$ cat src/rtl/adder_pkg.sv
// Shared state encoding and default widths for the adder accumulator.
package adder_pkg;

  localparam int N_DEF     = 5;
  localparam int CNT_W_DEF = 4;

  typedef enum logic [1:0] {
    IDLE = 2'd0,
    ACC  = 2'd1,
    HOLD = 2'd2
  } state_t;

endpackage

$ cat src/rtl/fullAdder4.sv
// Parameterized ripple-carry adder: Sum = A + B + Cin, Cout is the carry out of the top bit.
module fullAdder4 #(
  parameter int N = 4
) (
  input  logic [N-1:0] A,
  input  logic [N-1:0] B,
  input  logic         Cin,
  output logic [N-1:0] Sum,
  output logic         Cout
);

  logic [N:0] carry;

  assign carry[0] = Cin;

  for (genvar i = 0; i < N; i++) begin : g_bit
    assign Sum[i]     = A[i] ^ B[i] ^ carry[i];
    assign carry[i+1] = (A[i] & B[i]) | (carry[i] & (A[i] ^ B[i]));
  end

  assign Cout = carry[N];

endmodule

$ cat src/rtl/adder_accumulator.sv
// Streaming accumulator: sums beats up to in_last, then holds the result until accepted downstream.
// Optional macro ADDER_ACCUMULATOR_SAT_EN makes the sum saturate at 2^N-1 instead of wrapping.
module adder_accumulator
  import adder_pkg::*;
#(
  parameter int N     = N_DEF,
  parameter int CNT_W = CNT_W_DEF
) (
  input  logic             clk,
  input  logic             rst_n,
  input  logic             in_valid,
  output logic             in_ready,
  input  logic [N-1:0]     in_data,
  input  logic             in_last,
  output logic             out_valid,
  input  logic             out_ready,
  output logic [N-1:0]     out_sum,
  output logic             out_cout,
  output logic [CNT_W-1:0] out_count
);

  // state | meaning
  // IDLE  | no sum in progress; next beat starts a new sum
  // ACC   | sum in progress; beats are added to acc
  // HOLD  | result presented; waiting for out_ready
  state_t state, state_nxt;

  logic [N-1:0]     acc;
  logic             cout;
  logic [CNT_W-1:0] count;

  logic [N-1:0]     add_sum;
  logic             add_carry;
  logic [N-1:0]     acc_nxt;
  logic             accept;

  fullAdder4 #(.N(N)) u_add (
    .A    (acc),
    .B    (in_data),
    .Cin  (1'b0),
    .Sum  (add_sum),
    .Cout (add_carry)
  );

`ifdef ADDER_ACCUMULATOR_SAT_EN
  // Once any carry has occurred in this sum the result is pinned at full scale.
  assign acc_nxt = (cout | add_carry) ? {N{1'b1}} : add_sum;
`else
  assign acc_nxt = add_sum;
`endif

  assign accept = in_valid & in_ready;

  always_ff @(posedge clk or negedge rst_n) begin
    if (!rst_n) begin
      state <= IDLE;
    end else begin
      state <= state_nxt;
    end
  end

  always_comb begin
    state_nxt = state;
    in_ready  = 1'b0;
    out_valid = 1'b0;
    case (state)
      IDLE: begin
        in_ready = 1'b1;
        if (in_valid) begin
          state_nxt = in_last ? HOLD : ACC;
        end
      end
      ACC: begin
        in_ready = 1'b1;
        if (in_valid && in_last) begin
          state_nxt = HOLD;
        end
      end
      HOLD: begin
        out_valid = 1'b1;
        if (out_ready) begin
          state_nxt = IDLE;
        end
      end
      default: state_nxt = IDLE;
    endcase
  end

  always_ff @(posedge clk or negedge rst_n) begin
    if (!rst_n) begin
      acc   <= '0;
      cout  <= 1'b0;
      count <= '0;
    end else if (accept) begin
      if (state == IDLE) begin
        acc   <= in_data;
        cout  <= 1'b0;
        count <= {{(CNT_W-1){1'b0}}, 1'b1};
      end else begin
        acc  <= acc_nxt;
        cout <= cout | add_carry;
        if (count != {CNT_W{1'b1}}) begin
          count <= count + 1'b1;
        end
      end
    end
  end

  assign out_sum   = acc;
  assign out_cout  = cout;
  assign out_count = count;

endmodule

$ cat config.mk
export PLATFORM = sky130hd
export DESIGN_NAME = adder_accumulator
export DESIGN_NICKNAME = d
export VERILOG_FILES = /design/src/rtl/adder_pkg.sv /design/src/rtl/fullAdder4.sv /design/src/rtl/adder_accumulator.sv
export SDC_FILE = /design/constraint.sdc
export NUM_CORES = 1
export LEC_CHECK = 0
export ABC_CLOCK_PERIOD_IN_PS = 3500
export BUFFER_PORTS_ARGS = -buffer_cell sky130_fd_sc_hd__buf_2
export CORE_MARGIN = 5
export CORE_UTILIZATION = 48
export CTS_CLUSTER_SIZE = 20
export DETAILED_ROUTE_END_ITERATION = 10
export GPL_TIMING_DRIVEN = 0
export PLACE_DENSITY = 0.83
export SLEW_MARGIN = 20
export SYNTH_ARGS = -nofsm -noshare
export SYNTH_HDL_FRONTEND = slang
export SYNTH_SLANG_ARGS = --single-unit
$ cat constraint.sdc
create_clock -name clk -period 3.5 [get_ports clk]
set_input_delay 0.175 -clock clk [delete_from_list [all_inputs] [get_ports clk]]
set_output_delay 0.175 -clock clk [all_outputs]
set_load 0.02 [all_outputs]
After elaboration in Yosys (flattened, before gate mapping)
Cells that the tools add are included.
Storage, ports and cells
  latch bits: 0
  bits in writable memories: 0
  memories kept: 0
  input port bits: 10
  flip-flop bits (word level): 12
  bits in read-only memories: 0
Cells by class
  multipliers: 0
  order comparisons: 0
  bitwise gates (word level): 24
  equal/unequal tests: 6
  $add $sub $neg: 1
  reduce and logical (&&, ||, !) cells: 6
  shift-type cells: 0
  muxes and demuxes: 11
  divide/modulo/power cells: 0
Operators with widths (count)
  $and 1x1->1: 10
  $xor 1x1->1: 9
  $mux 2: 4
  $mux 4: 2
  $ne 2x2->1 const B: 3
  $pmux 2 s3: 1
  $mux 5: 1
  $or 1x1->1: 5
  $add 4x1->4 const B: 1
  $ne 4x4->1 const B: 1
  $mux 1: 3
  $reduce_and 3->1: 1
  $eq 2x1->1 const B: 1
  $eq 2x2->1 const B: 1
  $logic_not 2->1: 1
  $reduce_and 2->1: 1
  $reduce_bool 2->1: 1
  $reduce_or 2->1: 1
  $logic_and 1x1->1: 1

Logic depth before layout (Yosys ltp)
  word-level depth: 11
  gate-level depth with buffers: 7

Hierarchy
A second synthesis with hierarchy kept.
Second synthesis, totals
  cells, all modules: 77
  area total of the unflattened synthesis: 749.5 µm²
By module, submodules not included
  adder_accumulator: cells each 62, times used 1, area an instance 611.8 µm²
  fullAdder4: cells each 15, times used 1, area an instance 137.6 µm²

Worst setup path before layout
Ideal clock, no wire load.
  path kind: register to register
  start point: register acc[0], in the netlist out_sum[0]
  end point: register acc[4], in the netlist out_sum[4]
  setup time: 121 ps
  arrival time: 2407 ps
  cell stages (with the launch flop): 8
  period minus slack after synthesis: 2528 ps
  setup slack: 972 ps
  buffers on the path: 0
  cell sequence: dfrtp_1 ha_1 fa_1 fa_1 fa_1 fa_1 mux2i_1 o21ai_1
Between the ends
  cells in the longest elaborated chain, start to end: 9
Ends and longest elaborated chain
  start, declared: RTL line adder_accumulator.sv:28  | logic [N-1:0] acc;
  start signal, assigned: RTL line adder_accumulator.sv:96  | acc <= in_data;
  start signal, assigned: RTL line adder_accumulator.sv:100  | acc <= acc_nxt;
  $and 1x1->1 (2 in series): RTL line fullAdder4.sv:18  | assign carry[i+1] = (A[i] & B[i]) | (carry[i] & (A[i] ^ B[i]));
  $or 1x1->1: RTL line fullAdder4.sv:18
  $and 1x1->1: RTL line fullAdder4.sv:18
  $or 1x1->1: RTL line fullAdder4.sv:18
  $and 1x1->1: RTL line fullAdder4.sv:18
  $or 1x1->1: RTL line fullAdder4.sv:18
  $xor 1x1->1: RTL line fullAdder4.sv:17  | assign Sum[i] = A[i] ^ B[i] ^ carry[i];
  $mux 5: RTL line adder_accumulator.sv:95  | if (state == IDLE) begin
No other way between the ends.
A chain may end at the register's enable or synchronous reset.

Final worst setup path
Ends and elaborated chain as after synthesis.

==> impl_metrics.ini <==
[worst_setup_path]
cp_data_arrival_time_ns = 2.69
worstRegToRegCells = 7
crit_required_ns = 3.67
startpoint_type = register
cp_max_fo = 3
reg2reg_slack_ns = 0.98
endpoint_kind = register
rr_endpoint = out_sum[4]$_DFFE_PN0P_
reg2reg_from = out_sum[0]$_DFFE_PN0P_
path_class = register to register

[power_and_ir_drop]
max-vdd-ir-drop_v = 0.000355
powerDensity_mw_per_mm2 = 564
power_mw = 0.489
p_leak_nw = 0.419

[clock_network]
numClockSinks = 12
cts_resized = 0
htree_levels = 1
clockBufferDepth = 2
clk-insertion-delay-late_ns = 0.28
root_buffer = clkbuf_4
cts_setup_buffers = 0
cts_inserted_buffers = 3
clk_pin_slew_ns = 0.07
cts_tree = built

[worst_hold_path]
hold_start = out_ready
min_path_cells = 2
hp-class = input port to register
holdPathEnd = state[1]$_DFFE_PN0P_

[global_routing]
grtUsageMet2 = 0.243
grt_max_degree = 13
grt_usage = 0.148
grt_pass1_vias = 593
grt_use_met3 = 0.0306
grt_pass1_wl_um = 2670
grt_busiest_layer = met2
gr-usage-met1 = 0.160
antenna_found_initial = 0
grt_overflow_total = 0

[placement]
dp_slack_ns = 0.958
dpl_cell_area_um2 = 835
io_buffers = 21
place_inst = 100
gp_congestion = 0.698
dp_hpwl_um = 1130

[timing]
slew_violations = 0
max_freq_mhz = 396
post-route-period-util = 0.721
finClkSkew_ns = 0.00258
tns_ns = 0
slew_headroom = 0.820
hold_viol = 0
finalSetupViolCount = 0
period_minus_slack_ns = 2.52
rsz0062_at_grt = false
fin_ws_ns = 0.978
tightestPinTransition_ns = 0.271
hold-worst-slack_ns = 0.0956

[synth]
ys_types = 22
synth_fp_nets = 80
post-synth-top-count-cell = dfrtp_1
synth_area_um2 = 711
synth_top_area_cell = dfrtp_1
synth_top_area_share = 0.423
synthCells = 64
synth_edf_count = 0
synth_flop_cell = dfrtp_1
ys_warn_count = 0
ys_top_cells_by_count = dfrtp_1 (12), nand2_1 (8), mux2i_1 (6), o21ai_1 (6), nor2_1 (5)
synth.yosys.seq_area_share = 0.423
post_synth.cell_area_avg_um2 = 11.1
yosys_register_bits = 12
synth_area_leaders = dfrtp_1 (42%), fa_1 (11%), mux2i_1 (8.5%)
synthArstFlopShare = 1.00

[floorplanning]
chipWidth_um = 48.5
start_util = 0.526
num_rows = 13
io_pins = 22
die_area_mm2 = 0.00235
die_h_um = 48.5
core_area_mm2 = 0.00135

[final_layout]
final_layout_size_suffix_gt1_frac = 0.348
instances_no_fill = 104
diodes = 0
stdcell_area_um2 = 867
syn_to_final_growth_pct = 22.0
final_util = 0.642
fin_nets = 107

[run_status]
status = completed

[route]
wl_per_cell_um = 14.2
dr.pass1.iters = 4
vias = 573
drt_iter0_markers = 18
wl_um = 1480
drc = 0
via_per_inst = 5.51
drtAntennaViolNets = 0

[run]
drv_cap = 0
==> worst max-delay path, stage by stage (launching register included) <==
cell and delay (ns):
dfrtp_1 0.39, ha_1 0.19, fa_1 0.39, fa_1 0.39, fa_1 0.39, fa_1 0.43, mux2i_1 0.16, o21ai_1 0.07
==> state kept, by name, indices dropped and copies added (netlist names) <==
register and cells:
out_count 4, out_cout 1, state 2, out_sum 5
==> layout make-up <==
| class | count | area [um2] |
|---|---|---|
| timing repair buffer | 22 | 115 |
| inverter | 2 | 7.51 |
| tap | 15 | 18.8 |
| clock buffer | 3 | 22.5 |
| fill | 114 | 483 |
| multi-input combinational | 47 | 369 |
| buffer | 3 | 33.8 |
| sequential | 12 | 300 |
==> routing by layer <==
metal	wire (um)	vias up	part of all wire
met2	745	15	0.50
met1	612	279	0.41
met3	60	5	0.041
met5	0	-	0
met4	60	0	0.041
li1	-	274	-
==> cells in the final DEF (no fill, tap or decap), types with 2 or more instances in the layout <==
master / netlist / routed
inv_1: 2 / 2
nand3_1: 2 / 2
ha_1: 2 / 2
o21ai_1: 6 / 6
clkbuf_4: 0 / 3
a21oi_1: 2 / 2
buf_2: 0 / 21
nor2_1: 5 / 5
nand2_1: 8 / 8
mux2i_1: 6 / 6
nand4_1: 2 / 2
buf_6: 3 / 3
fa_1: 4 / 4
dfrtp_1: 12 / 12
==> what timing repair did <==
action                                  in CTS  in global routing
hold buffers                                 1                  0
endpoints found under the setup margin       0                  0
hold endpoints to repair                    12                  0
==> how the worst max path moves through the flow <==
stage | from | to | slack, ns | cells past startpoint
global placement | out_sum[0]$_DFFE_PN0P_ | out_sum[4]$_DFFE_PN0P_ | 1.00 | 7
floorplan | out_sum[0]$_DFFE_PN0P_ | out_sum[4]$_DFFE_PN0P_ | 0.97 | 7
finish | out_sum[0]$_DFFE_PN0P_ | out_sum[4]$_DFFE_PN0P_ | 0.98 | 7
global route | out_sum[0]$_DFFE_PN0P_ | out_sum[4]$_DFFE_PN0P_ | 0.87 | 7
CTS | out_sum[0]$_DFFE_PN0P_ | out_sum[4]$_DFFE_PN0P_ | 0.95 | 7
detailed placement | out_sum[0]$_DFFE_PN0P_ | out_sum[4]$_DFFE_PN0P_ | 0.96 | 7
==> power breakdown <==
group	switching [mW]	internal, mW
Combinational	0.115	0.0844
Clock	0.0472	0.0399
Sequential	0.0327	0.170
==> cells by family (layout without fill, tap and decap cells) <==
group | Yosys count | in the layout | synth area share
AND/OR/NAND/NOR | 20 | 20 | 0.143
AO/OA/AOI/OAI | 15 | 15 | 0.144
flip-flops | 12 | 12 | 0.423
adder cells (fa/ha/maj) | 6 | 6 | 0.148
multiplexers | 6 | 6 | 0.0845
buffers and inverters | 5 | 30 | 0.0581
(Power assumes the default switching activity.)
